===== config.mk =====
export PLATFORM = sky130hd
export DESIGN_NAME = usbls_rx_token_decoder
export DESIGN_NICKNAME = d
export VERILOG_FILES = /design/src/rtl/usbls_pkg.sv /design/src/rtl/usbls_rx_crc5.sv /design/src/rtl/usbls_rx_token_decoder.sv
export SDC_FILE = /design/constraint.sdc
export NUM_CORES = 1
export LEC_CHECK = 0
export ABC_AREA = 0
export ABC_CLOCK_PERIOD_IN_PS = 2800
export CELL_PAD_IN_SITES_DETAIL_PLACEMENT = 1
export CELL_PAD_IN_SITES_GLOBAL_PLACEMENT = 1
export CORE_MARGIN = 2
export CORE_UTILIZATION = 41
export CTS_CLUSTER_DIAMETER = 40
export CTS_CLUSTER_SIZE = 28
export DETAILED_ROUTE_END_ITERATION = 7
export PLACE_DENSITY = 0.81
export SLEW_MARGIN = 20
export SYNTH_ARGS = -nofsm -noshare
export SYNTH_HDL_FRONTEND = slang
export SYNTH_SLANG_ARGS = --single-unit

===== constraint.sdc =====
create_clock -name clk -period 2.8 [get_ports clk]
set_input_delay 0.28 -clock clk [delete_from_list [all_inputs] [get_ports clk]]
set_output_delay 0.28 -clock clk [all_outputs]
set_load 0.01 [all_outputs]

===== src/rtl/usbls_pkg.sv =====
// Shared definitions for the USB low-speed receive token path: token PID
// codes, CRC5 constants, field geometry and the decoder FSM encoding.
package usbls_pkg;

    localparam logic [3:0] PID_OUT   = 4'b0001;
    localparam logic [3:0] PID_IN    = 4'b1001;
    localparam logic [3:0] PID_SETUP = 4'b1101;
    localparam logic [3:0] PID_SOF   = 4'b0101;

    localparam logic [4:0] CRC5_POLY     = 5'b00101;
    localparam logic [4:0] CRC5_INIT     = 5'h1F;
    localparam logic [4:0] CRC5_RESIDUAL = 5'b01100;

    // Bit counts used by the decoder bit counter.
    localparam logic [4:0] PID_BITS   = 5'd8;
    localparam logic [4:0] FIELD_BITS = 5'd11;
    localparam logic [4:0] BODY_BITS  = 5'd16;

    typedef enum logic [1:0] {
        ST_IDLE = 2'd0,
        ST_PID  = 2'd1,
        ST_BODY = 2'd2,
        ST_DROP = 2'd3
    } rx_state_e;

    // One serial CRC5 step: shift left, fold in the polynomial on feedback.
    function automatic logic [4:0] crc5_step(input logic [4:0] c, input logic din);
        logic fb;
        fb = c[4] ^ din;
        crc5_step = {c[3:0], 1'b0} ^ (fb ? CRC5_POLY : 5'b00000);
    endfunction

    // True for the four token-class PID nibbles.
    function automatic logic is_token_pid(input logic [3:0] nib);
        case (nib)
            PID_OUT, PID_IN, PID_SETUP, PID_SOF: is_token_pid = 1'b1;
            default:                             is_token_pid = 1'b0;
        endcase
    endfunction

endpackage


===== src/rtl/usbls_rx_crc5.sv =====
// Serial CRC5 over the token body. init (re)loads the seed and wins over en;
// en advances the register by one received bit.
module usbls_rx_crc5
    import usbls_pkg::*;
(
    input  logic       clk,
    input  logic       rst_n,
    input  logic       init,
    input  logic       en,
    input  logic       din,
    output logic [4:0] crc
);

    logic [4:0] crc_d;
    logic [4:0] crc_q;

    // Next CRC value: seed on init, step on en, otherwise hold.
    always_comb begin
        crc_d = crc_q;
        if (init) begin
            crc_d = CRC5_INIT;
        end else if (en) begin
            crc_d = crc5_step(crc_q, din);
        end else begin
            crc_d = crc_q;
        end
    end

    // CRC register, seeded value out of reset.
    always_ff @(posedge clk or negedge rst_n) begin
        if (!rst_n) begin
            crc_q <= CRC5_INIT;
        end else begin
            crc_q <= crc_d;
        end
    end

    assign crc = crc_q;

endmodule


===== src/rtl/usbls_rx_token_decoder.sv =====
// USB low-speed receive token decoder. Consumes the unstuffed LSB-first bit
// stream, assembles PID, the 11-bit ADDR/ENDP (or SOF frame) field and CRC5,
// checks PID complement, CRC residual and body length, and publishes one
// registered result per token packet the cycle after EOP.
module usbls_rx_token_decoder
    import usbls_pkg::*;
#(
    parameter bit ADDR_FILTER = 1'b1
) (
    input  logic        clk,
    input  logic        rst_n,
    input  logic        rx_sop,
    input  logic        rx_bit_valid,
    input  logic        rx_bit,
    input  logic        rx_eop,
    input  logic [6:0]  dev_addr,
    output logic        tok_valid,
    output logic [3:0]  tok_pid,
    output logic [6:0]  tok_addr,
    output logic [3:0]  tok_endp,
    output logic [10:0] tok_frame,
    output logic        tok_match,
    output logic        tok_crc_err,
    output logic        tok_pid_err,
    output logic        tok_len_err
);

    rx_state_e   state_q, state_d, state_eff;
    logic [4:0]  cnt_q, cnt_d, cnt_eff;
    logic [7:0]  pid_q, pid_d, pid_eff;
    logic        pid_err_q, pid_err_d, pid_err_eff;
    logic        len_q, len_d, len_eff;
    logic [10:0] field_q, field_d, field_eff;

    logic        crc_en_s;
    logic [4:0]  crc_s;
    logic [4:0]  crc_eff;
    logic        emit_s;
    logic        len_err_s;
    logic        crc_err_s;
    logic        match_s;

    logic        tok_valid_q, tok_valid_d;
    logic [3:0]  tok_pid_q, tok_pid_d;
    logic [10:0] tok_field_q, tok_field_d;
    logic        tok_match_q, tok_match_d;
    logic        tok_crc_err_q, tok_crc_err_d;
    logic        tok_pid_err_q, tok_pid_err_d;
    logic        tok_len_err_q, tok_len_err_d;

    usbls_rx_crc5 u_crc5 (
        .clk   (clk),
        .rst_n (rst_n),
        .init  (rx_sop),
        .en    (crc_en_s),
        .din   (rx_bit),
        .crc   (crc_s)
    );

    // Bit consumption for the current state; the *_eff values describe the
    // packet after this cycle's bit, before EOP or SOP are considered.
    always_comb begin
        state_eff   = state_q;
        cnt_eff     = cnt_q;
        pid_eff     = pid_q;
        pid_err_eff = pid_err_q;
        len_eff     = len_q;
        field_eff   = field_q;
        crc_en_s    = 1'b0;
        case (state_q)
            ST_IDLE: begin
                state_eff = ST_IDLE;
            end
            ST_PID: begin
                if (rx_bit_valid) begin
                    pid_eff = {rx_bit, pid_q[7:1]};
                    if (cnt_q == (PID_BITS - 5'd1)) begin
                        cnt_eff     = 5'd0;
                        pid_err_eff = (pid_eff[7:4] != ~pid_eff[3:0]);
                        state_eff   = is_token_pid(pid_eff[3:0]) ? ST_BODY : ST_DROP;
                    end else begin
                        cnt_eff = cnt_q + 5'd1;
                    end
                end else begin
                    state_eff = ST_PID;
                end
            end
            ST_BODY: begin
                if (rx_bit_valid) begin
                    if (cnt_q == BODY_BITS) begin
                        // Bit 17: too long, result is still owed at EOP.
                        len_eff   = 1'b1;
                        state_eff = ST_DROP;
                    end else begin
                        crc_en_s = 1'b1;
                        cnt_eff  = cnt_q + 5'd1;
                        if (cnt_q < FIELD_BITS) begin
                            field_eff[cnt_q[3:0]] = rx_bit;
                        end else begin
                            field_eff = field_q;
                        end
                    end
                end else begin
                    state_eff = ST_BODY;
                end
            end
            ST_DROP: begin
                state_eff = ST_DROP;
            end
            default: begin
                state_eff = ST_IDLE;
            end
        endcase
    end

    // EOP handling, result computation and SOP restart.
    always_comb begin
        crc_eff   = crc_en_s ? crc5_step(crc_s, rx_bit) : crc_s;
        len_err_s = len_eff | (cnt_eff != BODY_BITS);
        crc_err_s = len_err_s | (crc_eff != CRC5_RESIDUAL);
        match_s   = ADDR_FILTER ? (field_eff[6:0] == dev_addr) : 1'b1;
        emit_s    = 1'b0;
        state_d   = state_eff;
        cnt_d     = cnt_eff;
        pid_d     = pid_eff;
        pid_err_d = pid_err_eff;
        len_d     = len_eff;
        field_d   = field_eff;
        if (rx_eop) begin
            case (state_eff)
                ST_BODY: emit_s = 1'b1;
                ST_DROP: emit_s = len_eff;
                default: emit_s = 1'b0;
            endcase
            state_d = ST_IDLE;
        end else begin
            state_d = state_eff;
        end
        if (rx_sop) begin
            state_d   = ST_PID;
            cnt_d     = 5'd0;
            pid_d     = 8'h00;
            pid_err_d = 1'b0;
            len_d     = 1'b0;
            field_d   = 11'd0;
        end else begin
            cnt_d = cnt_eff;
        end
    end

    // Output registers: pulse valid on emit, fields hold between results.
    always_comb begin
        tok_valid_d   = emit_s;
        tok_pid_d     = tok_pid_q;
        tok_field_d   = tok_field_q;
        tok_match_d   = tok_match_q;
        tok_crc_err_d = tok_crc_err_q;
        tok_pid_err_d = tok_pid_err_q;
        tok_len_err_d = tok_len_err_q;
        if (emit_s) begin
            tok_pid_d     = pid_eff[3:0];
            tok_field_d   = field_eff;
            tok_match_d   = match_s;
            tok_crc_err_d = crc_err_s;
            tok_pid_err_d = pid_err_eff;
            tok_len_err_d = len_err_s;
        end else begin
            tok_valid_d = 1'b0;
        end
    end

    // Packet state registers.
    always_ff @(posedge clk or negedge rst_n) begin
        if (!rst_n) begin
            state_q   <= ST_IDLE;
            cnt_q     <= 5'd0;
            pid_q     <= 8'h00;
            pid_err_q <= 1'b0;
            len_q     <= 1'b0;
            field_q   <= 11'd0;
        end else begin
            state_q   <= state_d;
            cnt_q     <= cnt_d;
            pid_q     <= pid_d;
            pid_err_q <= pid_err_d;
            len_q     <= len_d;
            field_q   <= field_d;
        end
    end

    // Result registers.
    always_ff @(posedge clk or negedge rst_n) begin
        if (!rst_n) begin
            tok_valid_q   <= 1'b0;
            tok_pid_q     <= 4'h0;
            tok_field_q   <= 11'd0;
            tok_match_q   <= 1'b0;
            tok_crc_err_q <= 1'b0;
            tok_pid_err_q <= 1'b0;
            tok_len_err_q <= 1'b0;
        end else begin
            tok_valid_q   <= tok_valid_d;
            tok_pid_q     <= tok_pid_d;
            tok_field_q   <= tok_field_d;
            tok_match_q   <= tok_match_d;
            tok_crc_err_q <= tok_crc_err_d;
            tok_pid_err_q <= tok_pid_err_d;
            tok_len_err_q <= tok_len_err_d;
        end
    end

    assign tok_valid   = tok_valid_q;
    assign tok_pid     = tok_pid_q;
    assign tok_addr    = tok_field_q[6:0];
    assign tok_endp    = tok_field_q[10:7];
    assign tok_frame   = tok_field_q;
    assign tok_match   = tok_match_q;
    assign tok_crc_err = tok_crc_err_q;
    assign tok_pid_err = tok_pid_err_q;
    assign tok_len_err = tok_len_err_q;

endmodule


[Word level (Yosys, flattened, before mapping)]
Index checks and enable logic that the tools add are counted.
Operators by class
  reduce and logical (&&, ||, !) cells: 6
  $lt $le $gt $ge: 3
  $add $sub $neg: 1
  equal/unequal tests: 15
  mux-type cells: 46
  bitwise gates (word level): 5
Operators by type and width (number)
  $mux W11: 5
  $mux W5: 7
  $mux W8: 3
  $mux W1: 19
  $mux W2: 6
  $bwmux W11: 1
  $pmux W5 S2: 1
  $eq A2 B2 Y1 const B: 4
  $eq A4 B4 Y1 const B: 2
  $pmux W2 S4: 1
  $eq A7 B7 Y1: 1
  $add A5 B1 Y5 const B: 1
  $eq A5 B3 Y1 const B: 1
  $eq A5 B5 Y1 const B: 1
  $lt A4 B5 Y1 const B: 1
  $lt A5 B4 Y1 const B: 1
  $ne A5 B4 Y1 const B: 1
  $ne A5 B5 Y1 const B: 1
  $xor A5 B3 Y5: 1
  $demux W1 S4: 1
  $eq A4 B1 Y1 const B: 1
  $eq A4 B3 Y1 const B: 1
  $ge A4 B1 Y1 const B: 1
  $ne A4 B4 Y1: 1
  11 further kinds: 13
Storage, ports and cells
  word-level logic and storage cells: 91
  output and inout bits: 31
  register bits: 53

[Logic depth before layout (Yosys ltp)]
Gate-level depths: netlist of the first run.
  depth in word-level cells: 14
  gate-level depth with buffers: 11

[By module]
From an unflattened synthesis of the first run, not the netlist that was laid out.
Unflattened totals
  cells, all modules: 299
  area total of the unflattened synthesis: 2960.3 µm²
By module, submodules not included
  usbls_rx_token_decoder: sequential area each 1201.2 µm², instances 1, area an instance 2713.9 µm², cells each 281
  usbls_rx_crc5: sequential area each 131.4 µm², instances 1, area an instance 246.5 µm², cells each 18

[Least setup slack after synthesis of the first run]
No wires, ideal clock.
  path kind: register to register
  start: reg cnt_q[0]
  end: reg tok_crc_err_q (netlist: tok_crc_err)
  path slack: 601 ps
  buffers on the path: 1
  data required time: 2679 ps
  cell stages (with the launch flop): 10
  arrival: 2077 ps
  setup time: 121 ps
  cells stage by stage: dfrtp_1 -> inv_1 -> ha_1 -> nand4bb_4 -> a31oi_1 -> nor3_1 -> nand4bb_1 -> buf_2 -> or4_1 -> o22a_1
Between the ends
  cells in the longest elaborated chain, start to end: 7
  elaborated cells on any way between the ends: 28
  classes of those cells: add/sub: 1; eq/ne: 6; mux: 19; bitwise: 2
RTL lines
  start, declared: line usbls_rx_token_decoder.sv:29  | logic [4:0] cnt_q, cnt_d, cnt_eff;
  start signal, assigned: line usbls_rx_token_decoder.sv:183  | cnt_q <= cnt_d;
  $add A5 B1 Y5 (tied with other cells): line usbls_rx_token_decoder.sv:82, usbls_rx_token_decoder.sv:96
  $mux W5 (tied with other cells): line usbls_rx_token_decoder.sv:90  | if (cnt_q == BODY_BITS) begin
  $mux W5 (tied with other cells): line usbls_rx_token_decoder.sv:89  | if (rx_bit_valid) begin
  $pmux W5 S2 (tied with other cells): line usbls_rx_token_decoder.sv:70  | case (state_q)
  $ne A5 B5 Y1 (tied with other cells): line usbls_rx_token_decoder.sv:119  | len_err_s = len_eff | (cnt_eff != BODY_BITS);
  $or A1 B1 Y1 (tied with other cells): line usbls_rx_token_decoder.sv:119
  $or A1 B1 Y1 / $mux W1 (equally long branches): line usbls_rx_token_decoder.sv:120, usbls_rx_token_decoder.sv:129
  end signal, assigned: line usbls_rx_token_decoder.sv:206  | tok_crc_err_q <= tok_crc_err_d;
  end, declared: line usbls_rx_token_decoder.sv:47  | logic tok_crc_err_q, tok_crc_err_d;
Several ways; a longest one is shown, not always the timed one.
A chain may end at the register's enable or synchronous reset.

[Final worst setup path of the first run]
  start: reg cnt_q[1]
  end: reg tok_match_q (netlist: tok_match)
Between the ends
  cells in the longest elaborated chain, start to end: 10
  elaborated cells on any way between the ends: 26
  classes of those cells: order compare: 3; eq/ne: 5; mux: 17; reduce/logical: 1
RTL lines
  $lt A4 B5 Y1 (implied by the code) / $ge A4 B1 Y1 (equally long branches): line usbls_rx_token_decoder.sv:98  | field_eff[cnt_q[3:0]] = rx_bit;
  $logic_and A1 B1 Y1 (implied by the code): line usbls_rx_token_decoder.sv:98
  $mux W1 (implied by the code): line usbls_rx_token_decoder.sv:98
  $demux W1 S4: line usbls_rx_token_decoder.sv:98
  $bwmux W11: line usbls_rx_token_decoder.sv:98
  $mux W11: line usbls_rx_token_decoder.sv:97  | if (cnt_q < FIELD_BITS) begin
  $mux W11: line usbls_rx_token_decoder.sv:90
  $mux W11: line usbls_rx_token_decoder.sv:89
  $mux W11: line usbls_rx_token_decoder.sv:70
  $eq A7 B7 Y1: line usbls_rx_token_decoder.sv:121  | match_s = ADDR_FILTER ? (field_eff[6:0] == dev_addr) : 1'b1;
  end signal, assigned: line usbls_rx_token_decoder.sv:205  | tok_match_q <= tok_match_d;
  end, declared: line usbls_rx_token_decoder.sv:46  | logic tok_match_q, tok_match_d;
Several ways; a longest one is shown, not always the timed one.

==> summary.txt, run 1 <==
Floorplan
  – Die Ht: 86.1 um
  – Std-Cell Core Area: 6420 um^2
  – Count of pins on the block boundary: 44
  – Initial standard-cell utilization of the core: 43.0%
  – Area of the die: 7410 um^2
  – Width of the chip: 86.1 um
  – Std cell rows: 29

Clock network
  – Clock insertion delay at the later pin of the skew report: 0.32 ns
  – Root Driver: clkbuf_8
  – Cts bufs inserted: 5
  – # clock sinks: 53
  – CTS tree: yes
  – Maximum count of clock buffers along a single path: 2
  – Post-CTS Setup Inserts: 0
  – Maximum level of the CTS H-tree: 2
  – Clock-pin slew of the registers on the worst-case setup and hold paths: 0.10 ns

Placement
  – Placed inst area: 3190 um^2
  – Input/output buffers: 43
  – Dpl hpwl: 4.76 mm
  – Final weighted congestion of routability-driven global placement: 0.848
  – Placed Cells: 378

Timing
  – Setup Viol. Count Final: 0
  – Unrepaired setup endpoints after global routing: no
  – Final worst path period share: 94.6%
  – Transition at the pin with the smallest max-transition slack: 0.482 ns
  – Period minus WS final: 2.65 ns
  – Setup Total Neg Slack: 0 ns
  – Final Hold Fails: 0
  – Count of final max-slew check failures: 0
  – Max-slew headroom at the worst pin: 67.9%
  – Worst Skew: 0.0117 ns
  – Worst hold slack: 0.482 ns
  – Max Freq: 0.377 GHz

Route
  – Final routed DRC violation total: 0
  – Per-cell via count in the routed design: 5.39
  – Pre-Repair DR Iteration Count: 4
  – Vias: 2,085
  – Initial drt markers: 103
  – Wire length after detailed routing: 6.56 mm
  – ANT nets after route: 0
  – Wire length per cell after detailed routing: 17.0 um

Critical path
  – Setup slack, reg-to-reg: 0.15 ns
  – Maximum fanout along the worst path: 35
  – Worst Setup Start Kind: flop
  – Worst reg2reg endpoint: tok_match$_DFFE_PN0P_
  – Stage delay of the slowest cell on the critical path: 0.49 ns
  – Path depth of the worst reg2reg path: 9
  – Kind of critical path: flop to flop
  – Category of the worst setup path capture point: flop
  – Slowest stage cell on the critical path: dfrtp_1
  – Launch point of the worst reg-to-reg path: cnt_q[1]$_DFF_PN0_
  – Critical path required time: 3.06 ns
  – Worst path cell trace: inv_1 -> ha_1 -> nand4bb_4 -> a31oi_1 -> nor3_1 -> nand4bb_1 -> buf_4 -> nor4_1 -> a22o_1
  – Arrival time reported for the critical path endpoint: 2.91 ns

Pwr
  – Power density normalized to cell area: 414 nW/um^2
  – Sum of internal, switching and leakage power: 1.36 mW
  – Total leakage power: 1.49 nW
  – Worst ir drop on vdd: 0.231 mV

Synthesis
  – Multiplexer share of the synthesized area: 6.21%
  – Adder and majority cell fraction of the synthesized area: 3.62%
  – XOR/XNOR share of the synthesized area: 4.44%
  – Post-synthesis compound-gate area fraction: 12.4%
  – Post-synthesis cell type with the largest combined area: dfrtp_1
  – Main combinational cell family by area after synthesis: simple AND/OR/NAND/NOR gates
  – Basic-gate share of the synthesized area counting and, or, nand and nor cells: 17.7%
  – Number of cells produced by synthesis: 278
  – Top cell type's share of synthesized area: 43.5%
  – Most used flip-flop cell after synthesis: dfrtp_1
  – Leading cell types by total area after synthesis: dfrtp_1 43%, mux2i_1 5.8%, dfstp_2 4.8%, nor2_1 4.5%, nand2_1 3.9%
  – Total of warnings raised by yosys: 0
  – Post-Syn Area per Cell: 9.93 um^2
  – Flop and latch count out of synthesis: 53
  – Async SR Flop Fraction: 100%
  – Mapped Area: 2760 um^2
  – Number of synthesized flops with an enable pin: 0
  – Count of distinct cell types in the synthesized netlist: 46
  – Sequential-to-total area share from yosys stat: 48.3%
  – Syn Nets: 299

Final layout
  – Area growth from synthesis to final layout: 19.4%
  – Most common cell after layout, fill and taps aside: dfrtp_1
  – Filler instances: 719
  – Highest-count cells in the layout ignoring fill and taps: 48 x dfrtp_1, 42 x clkdlybuf4s50_1, 33 x nor2_1
  – Total area of multi-input combinational cells: 1230 um^2
  – Final Net Count: 330
  – FF+latch area: 1330 um^2
  – Layout cells sized above 1: 9.35%
  – Layout Cell Area excl Fill: 3300 um^2
  – Antenna diode instance count: 0
  – Number of cells in the finished layout apart from fillers: 387

Global route
  – Total gr overflow: 0
  – Overall fraction of global-route tracks in use: 18.9%
  – Pin count of the biggest net entering global routing: 54
  – Global-route wire length before repair: 11.1 mm
  – Initial antenna violation count: 0
  – Via count of the first global-routing pass: 2,173

Outcome
  – Outcome: finished clean

Run
  – Maxcap violations: 0

Worst hold path
  – Hold WC Path Type: primary input to async pin
## state kept, by name, summed over array words and instances, names as in the netlist
signal	flops
len_q	1
tok_pid_err	1
tok_crc_err	1
pid_err_q	1
cnt_q	5
tok_frame	11
tok_valid	1
field_q	11
tok_match	1
tok_len_err	1
state_q	2
pid_q	8
u_crc5.crc	5
tok_pid	4
## metal layers
metal | vias up | track usage (%) | share of wire (%)
li1 | 1000 | - | -
met1 | 1048 | 25.0 | 45
met2 | 33 | 32.6 | 52
met3 | 4 | 3.27 | 2.3
met4 | 0 | 4.33 | 0.55
met5 | - | 0 | 0
## cell type report
class	instances	area share [%]
clock buffer	5	2.09
multi-input combinational	187	37.3
inverter	11	1.25
tap	77	2.92
timing repair buffer	51	15.2
clock inverter	3	0.873
sequential	53	40.4
## Yosys cell counts, drive strengths merged, types with 2 or more instances
| cell type | n |
|---|---|
| a211o | 5 |
| a21oi | 10 |
| a22oi | 2 |
| a31oi | 3 |
| and4bb | 2 |
| buf | 19 |
| clkbuf | 8 |
| dfrtp | 48 |
| dfstp | 5 |
| ha | 8 |
| inv | 11 |
| mux2i | 16 |
| nand2 | 29 |
| nand3 | 9 |
| nand3b | 4 |
| nand4bb | 3 |
| nor2 | 33 |
| nor2b | 2 |
| nor3 | 2 |
| nor4 | 4 |
| o21ai | 21 |
| o21bai | 3 |
| xnor2 | 12 |
| xor2 | 2 |
## kinds of logic after synthesis
family	Yosys count
muxes	17
adders and majority gates	8
xor gates and xnor gates	14
AOI/OAI and AO/OA	54
and+or+nand+nor	94
DFF	53
buffers and inverters	38
## what timing repair did
item,4_1_cts,5_1_grt
resized for setup,0,2
hold endpoints to repair,48,0
setup endpoints to repair,0,2
hold buffers,1,0
## through the flow
step	utilization [%]	setup WS (ns)
3_3_place_gp	49.6	0.195
4_1_cts	51.3	0.149
6_report	51.3	0.151
3_5_place_dp	49.6	0.142
5_1_grt	51.3	0.0255
2_1_floorplan	-	0.601
## worst max path at each step
stage	endpoint	from
2_1_floorplan	tok_crc_err$_DFFE_PN0P_	cnt_q[0]$_DFF_PN0_
5_1_grt	tok_match$_DFFE_PN0P_	cnt_q[1]$_DFF_PN0_
6_report	tok_match$_DFFE_PN0P_	cnt_q[1]$_DFF_PN0_
3_3_place_gp	tok_match$_DFFE_PN0P_	rx_bit_valid
3_5_place_dp	tok_match$_DFFE_PN0P_	rx_bit_valid
4_1_cts	tok_match$_DFFE_PN0P_	cnt_q[1]$_DFF_PN0_
## worst max-delay path, delay by kind of cell, from the launching register on
kind                     cells  cell delay, ns
AO/OA/AOI/OAI                2            0.41
adder cells (fa/ha/maj)      1            0.29
buffers and inverters        2            0.41
flip-flops                   1            0.49
AND/OR/NAND/NOR              4            0.97
## report_power, final
part	switching [mW]	leakage, nW	internal, mW	total [mW]
Sequential	0.00742	0.719	0.769	0.777
Combinational	0.0683	0.723	0.0494	0.118
Clock	0.281	0.0511	0.189	0.471
Total	0.357	1.49	1.01	1.36
Power figures use the tool's default switching activity.
==> run 2: changes to the inputs <==
--- a/config.mk
+++ b/config.mk
@@ -11,6 +11,7 @@
 export CELL_PAD_IN_SITES_GLOBAL_PLACEMENT = 1
 export CORE_MARGIN = 2
 export CORE_UTILIZATION = 41
+export CTS_BUF_LIST = sky130_fd_sc_hd__clkbuf_8 sky130_fd_sc_hd__clkbuf_16
 export CTS_CLUSTER_DIAMETER = 40
 export CTS_CLUSTER_SIZE = 28
 export DETAILED_ROUTE_END_ITERATION = 7
==> results of run 2 <==
No change in the layout: final DEF, timing and power equal those of run 1.
